File: src/rtl/adpcm_pkg.sv
// adpcm_pkg: definitions shared by the ADPCM datapath blocks (filtez, upzero, ...).
//   state_e       : one-hot block-level FSM encoding
//   FILTEZ_TAPS   : coefficient/history pairs summed by filtez
//   FILTEZ_SHIFT  : accumulator scaling shift applied by filtez
//   ARRAY_ADDR_W  : address width of the bli/dlti arrays, shared with upzero
package adpcm_pkg;

  typedef enum logic [3:0] {
    ST_IDLE = 4'b0001,
    ST_RD   = 4'b0010,
    ST_MAC  = 4'b0100,
    ST_DONE = 4'b1000
  } state_e;

  localparam int unsigned FILTEZ_TAPS  = 6;
  localparam int unsigned FILTEZ_SHIFT = 14;
  localparam int unsigned ARRAY_ADDR_W = 3;

endpackage

File: src/rtl/filtez_mac.sv
// filtez_mac: 64-bit signed multiply-accumulate register.
//   ap_clk : clock
//   clr    : synchronous clear of the accumulator (has priority over en)
//   en     : add a*b to the accumulator this cycle
//   a, b   : signed 32-bit operands
//   acc    : accumulator, wraps modulo 2^64
module filtez_mac (
  input  logic        ap_clk,
  input  logic        clr,
  input  logic        en,
  input  logic [31:0] a,
  input  logic [31:0] b,
  output logic [63:0] acc
);

  logic signed [63:0] a_ext;
  logic signed [63:0] b_ext;
  logic signed [63:0] prod;
  logic        [63:0] acc_q;

  // Low 64 bits of the 64x64 product equal the exact signed 32x32 product.
  assign a_ext = {{32{a[31]}}, a};
  assign b_ext = {{32{b[31]}}, b};
  assign prod  = a_ext * b_ext;

  always_ff @(posedge ap_clk) begin
    if (clr) begin
      acc_q <= '0;
    end else if (en) begin
      acc_q <= acc_q + prod;
    end
  end

  assign acc = acc_q;

endmodule

File: src/rtl/filtez.sv
// filtez: zero-section predictor filter. Sums bli[k]*dlti[k] over N_TAPS taps
// read from two single-port RAMs and returns the 64-bit sum scaled by 2^-SHIFT.
//   ap_clk, ap_rst                : clock, synchronous active-high reset
//   ap_start/ap_done/ap_idle/ap_ready : block-level handshake
//   bli_address0/ce0, bli_q0      : coefficient RAM port (1-cycle read latency)
//   dlti_address0/ce0, dlti_q0    : history RAM port (1-cycle read latency)
//   ap_return                     : registered result, held until the next DONE
module filtez
  import adpcm_pkg::*;
#(
  parameter int unsigned N_TAPS = FILTEZ_TAPS,
  parameter int unsigned SHIFT  = FILTEZ_SHIFT
) (
  input  logic                    ap_clk,
  input  logic                    ap_rst,
  input  logic                    ap_start,
  output logic                    ap_done,
  output logic                    ap_idle,
  output logic                    ap_ready,
  output logic [ARRAY_ADDR_W-1:0] bli_address0,
  output logic                    bli_ce0,
  input  logic [31:0]             bli_q0,
  output logic [ARRAY_ADDR_W-1:0] dlti_address0,
  output logic                    dlti_ce0,
  input  logic [31:0]             dlti_q0,
  output logic [31:0]             ap_return
);

  localparam int unsigned CNT_W = $clog2(N_TAPS + 1);
  localparam logic [CNT_W-1:0] LAST_TAP = CNT_W'(N_TAPS);

  state_e           state_q, state_d;
  logic [CNT_W-1:0] i_q, i_d;
  logic [31:0]      ret_q;
  logic [63:0]      acc;
  logic             mac_clr;
  logic             mac_en;
  logic             rd_issue;

  // State register
  always_ff @(posedge ap_clk) begin
    if (ap_rst) begin
      state_q <= ST_IDLE;
    end else begin
      state_q <= state_d;
    end
  end

  // Next-state logic
  always_comb begin
    state_d = state_q;
    unique case (state_q)
      ST_IDLE: if (ap_start) state_d = ST_RD;
      ST_RD:   state_d = (i_q == LAST_TAP) ? ST_DONE : ST_MAC;
      ST_MAC:  state_d = ST_RD;
      ST_DONE: state_d = ST_IDLE;
      default: state_d = ST_IDLE;
    endcase
  end

  // Output logic
  always_comb begin
    ap_done  = 1'b0;
    ap_ready = 1'b0;
    ap_idle  = 1'b0;
    rd_issue = 1'b0;
    mac_en   = 1'b0;
    unique case (state_q)
      ST_IDLE: ap_idle = ~ap_start;
      ST_RD:   rd_issue = (i_q != LAST_TAP);
      ST_MAC:  mac_en = 1'b1;
      ST_DONE: begin
        ap_done  = 1'b1;
        ap_ready = 1'b1;
      end
      default: ;
    endcase
  end

  // Tap counter: cleared in IDLE, advanced once per MAC
  always_comb begin
    i_d = i_q;
    if (state_q == ST_IDLE) begin
      i_d = '0;
    end else if (state_q == ST_MAC) begin
      i_d = i_q + CNT_W'(1);
    end
  end

  always_ff @(posedge ap_clk) begin
    if (ap_rst) begin
      i_q   <= '0;
      ret_q <= '0;
    end else begin
      i_q <= i_d;
      // Low 32 bits of acc >> SHIFT are acc[SHIFT+31:SHIFT]: arithmetic shift, floor rounding.
      if (state_q == ST_DONE) ret_q <= 32'(acc >> SHIFT);
    end
  end

  // RAM data are consumed straight from q0 in MAC, one cycle after the RD request.
  assign mac_clr = ap_rst | (state_q == ST_IDLE);

  filtez_mac u_mac (
    .ap_clk (ap_clk),
    .clr    (mac_clr),
    .en     (mac_en),
    .a      (bli_q0),
    .b      (dlti_q0),
    .acc    (acc)
  );

  assign bli_address0  = ARRAY_ADDR_W'(i_q);
  assign dlti_address0 = ARRAY_ADDR_W'(i_q);
  assign bli_ce0       = rd_issue;
  assign dlti_ce0      = rd_issue;
  assign ap_return     = ret_q;

endmodule

File: config.mk
export PLATFORM = sky130hd
export DESIGN_NAME = filtez
export DESIGN_NICKNAME = d
export VERILOG_FILES = /design/src/rtl/adpcm_pkg.sv /design/src/rtl/filtez_mac.sv /design/src/rtl/filtez.sv
export SDC_FILE = /design/constraint.sdc
export NUM_CORES = 2
export LEC_CHECK = 0
export ABC_AREA = 1
export CAP_MARGIN = 20
export CORE_UTILIZATION = 35
export CTS_CLUSTER_SIZE = 20
export DETAILED_ROUTE_END_ITERATION = 6
export HOLD_SLACK_MARGIN = 0.08
export SLEW_MARGIN = 20
export SYNTH_ARGS = -nofsm -noshare
export SYNTH_HDL_FRONTEND = slang
export SYNTH_HIERARCHICAL = 1
export SYNTH_SLANG_ARGS = --single-unit
File: constraint.sdc
create_clock -name ap_clk -period 16.78 [get_ports ap_clk]
set_clock_uncertainty 0.15 [all_clocks]
set_input_delay 3.356 -clock ap_clk [delete_from_list [all_inputs] [get_ports ap_clk]]
set_output_delay 3.356 -clock ap_clk [all_outputs]
set_load 0.05 [all_outputs]
==> impl_metrics.tcl <==
set metrics [dict create \
    timing.critical_path.max_delay_family "adder cells" \
    final_core_utilization 0.379 \
    cts.sink_count 85 \
    end_kind "flop" \
    cp.required_ns 16.89 \
    synthCells 4487 \
    number_of_buffers_inserted_during_clock_tree_synthesis 9 \
    synth.net_count 5615 \
    outcome "complete, no violations" \
    critPathKind "in -> reg" \
    viasPerCell 4.62 \
    postCtsSetupBuffers 0 \
    design.die.area_um2 101000 \
    layout.filler_cells 10100 \
    critPathMaxFanout 32 \
    layout-area-overhead-vs-synth_pct 7.36 \
    drt.antenna.violating_nets 0 \
    htree_num_levels 3 \
    hp-class "reg -> reg" \
    std_cell_rows 115 \
    floorplan.initialDensity 0.353 \
    fin_crit_sh 0.644 \
    final_common_cell "sky130_fd_sc_hd__inv_1" \
    critical_path.max_stage_delay_ns 0.69 \
    grt_setup_unrepaired "false" \
    fmax_ghz 0.0925 \
    fin_crit_ns 10.81 \
    drt_iter0_drc 1739 \
    crit_path_start "dlti_q0[1]" \
    cp_slowest_cell "sky130_fd_sc_hd__fa_1" \
    worst_hold_startpoint "ap_return[5]" \
    gp_congestion 0.930 \
    whs_ns 0.339 \
    detailedPlacementHpwl_um 82000 \
    fin_setup_tns_ns 0 \
    mostFrequentLayoutCells "sky130_fd_sc_hd__inv_1 (1525), sky130_fd_sc_hd__nand2_1 (1139), sky130_fd_sc_hd__fa_1 (879), sky130_fd_sc_hd__ha_1 (182), sky130_fd_sc_hd__nor2_1 (150)" \
    grt_pass1_vias 27600 \
    postCtsHoldBufs 0 \
    post_route_cells_drive_above_1_share 0.0302 \
    gr-usage-all-layers 0.204 \
    fp.dieW_um 317 \
    r2r_start "u_mac/acc[25]" \
    yosysWarnings 6 \
    floorplan.io_pins 110 \
    report.final.setup_viol 0 \
    routed_wirelength_um 99300 \
    clock_tree.buffer_depth 2 \
    wl_per_cell_um 17.3 \
    relSlewSlack 0.355 \
    hold_viol_final 0 \
    syn-mean-instance-area_um2 7.76 \
    slew_violations 0 \
    core_area_um2 98600 \
    antenna_found_initial 1 \
    grt_max_degree 76 \
    clkSlewWorstSetupHoldPaths_ns 0.08 \
    total_vias_in_the_final_route 26500 \
    drtPass1Iterations 6 \
    insertedDiodeCount 0 \
    timing_worst_slew_pin_value_ns 0.964 \
    detail_route.drc_violations 0 \
    worst_ep_arrival_time_ns 10.92 \
    wire_length_of_the_first_global_routing_pass_um 159000 \
    insertion_delay_ns 0.36 \
    critPathBufInv 10 \
    cts_tree "done" \
    cts-root-buf "sky130_fd_sc_hd__clkbuf_16" \
    design.final.nets 5566 \
    drv.max_cap_violation_count 0 \
    cts-resized-gates 0 \
    grt-ovfl-total 0 \
    critPathLaunchType "input pin" \
    numPortBuffers 109 \
    die_h_um 317 \
    synth.cell_area_um2 34800 \
]
[metrics by stage]
step           setup WS (ns)  cell area (um^2)  std cells
2_1_floorplan           6.97             34800       4487
3_3_place_gp            5.56             37000       5713
3_5_place_dp            5.51             37000       5713
4_1_cts                 5.90             37400       5729
5_1_grt                 5.59             37400       5730
6_report                5.97             37400       5730
[worst register-to-register path, stage by stage (launching register included)]
cell and delay [ns]:
sky130_fd_sc_hd__dfxtp_1 0.42, sky130_fd_sc_hd__inv_1 0.15, sky130_fd_sc_hd__fa_1 0.53, sky130_fd_sc_hd__fa_1 0.55, sky130_fd_sc_hd__inv_1 0.05, sky130_fd_sc_hd__fa_1 0.48
sky130_fd_sc_hd__inv_1 0.06, sky130_fd_sc_hd__fa_1 0.53, sky130_fd_sc_hd__inv_1 0.05, sky130_fd_sc_hd__fa_1 0.48, sky130_fd_sc_hd__fa_1 0.51, sky130_fd_sc_hd__fa_1 0.51
sky130_fd_sc_hd__inv_1 0.06, sky130_fd_sc_hd__fa_1 0.51, sky130_fd_sc_hd__inv_1 0.05, sky130_fd_sc_hd__ha_1 0.41, sky130_fd_sc_hd__nand2_1 0.16, sky130_fd_sc_hd__nor2_1 0.27
sky130_fd_sc_hd__nand2_1 0.19, sky130_fd_sc_hd__nor2_1 0.24, sky130_fd_sc_hd__nand2_1 0.10, sky130_fd_sc_hd__nand3_2 0.10, sky130_fd_sc_hd__nand2_1 0.08, sky130_fd_sc_hd__nand3_1 0.08
sky130_fd_sc_hd__nand3_1 0.16, sky130_fd_sc_hd__nand2_1 0.11, sky130_fd_sc_hd__inv_1 0.04
[state kept, by name (all words and copies together) (netlist names)]
register      cells
u_mac/acc        46
ap_return        32
state_q           4
bli_address0      3
[cell type report]
cell class                      instances  area (um^2)  area share
Clock inverter                          7          128     0.00341
Timing Repair Buffer                  165         1490      0.0399
Sequential cell                        85         1700      0.0455
Multi-Input combinational cell       2648        26500       0.709
Clock buffer                            9          225     0.00602
Tap cell                             1287         1610      0.0431
Inverter                             1529         5740       0.154
[routing by layer]
| metal | global-route usage | up-vias | wire, um |
|---|---|---|---|
| met2 | 0.351 | 778 | 49000 |
| li1 | - | 12100 | - |
| met1 | 0.282 | 13500 | 42900 |
| met3 | 0.0130 | 104 | 5180 |
| met5 | 0 | - | 0 |
| met4 | 0.0437 | 0 | 2220 |
[worst paths after layout]
kind,slack (ns),cells past startpoint,end
worst max register to register,9.65,26,u_mac/acc[32]
worst min-delay path,0.34,2,ap_return[5]
worst max-delay path,5.97,28,u_mac/acc[44]
worst min register to register,0.34,2,ap_return[5]
Power is not shown: default switching activity piles up to over one toggle a cycle in this logic, so the estimate is an artifact.
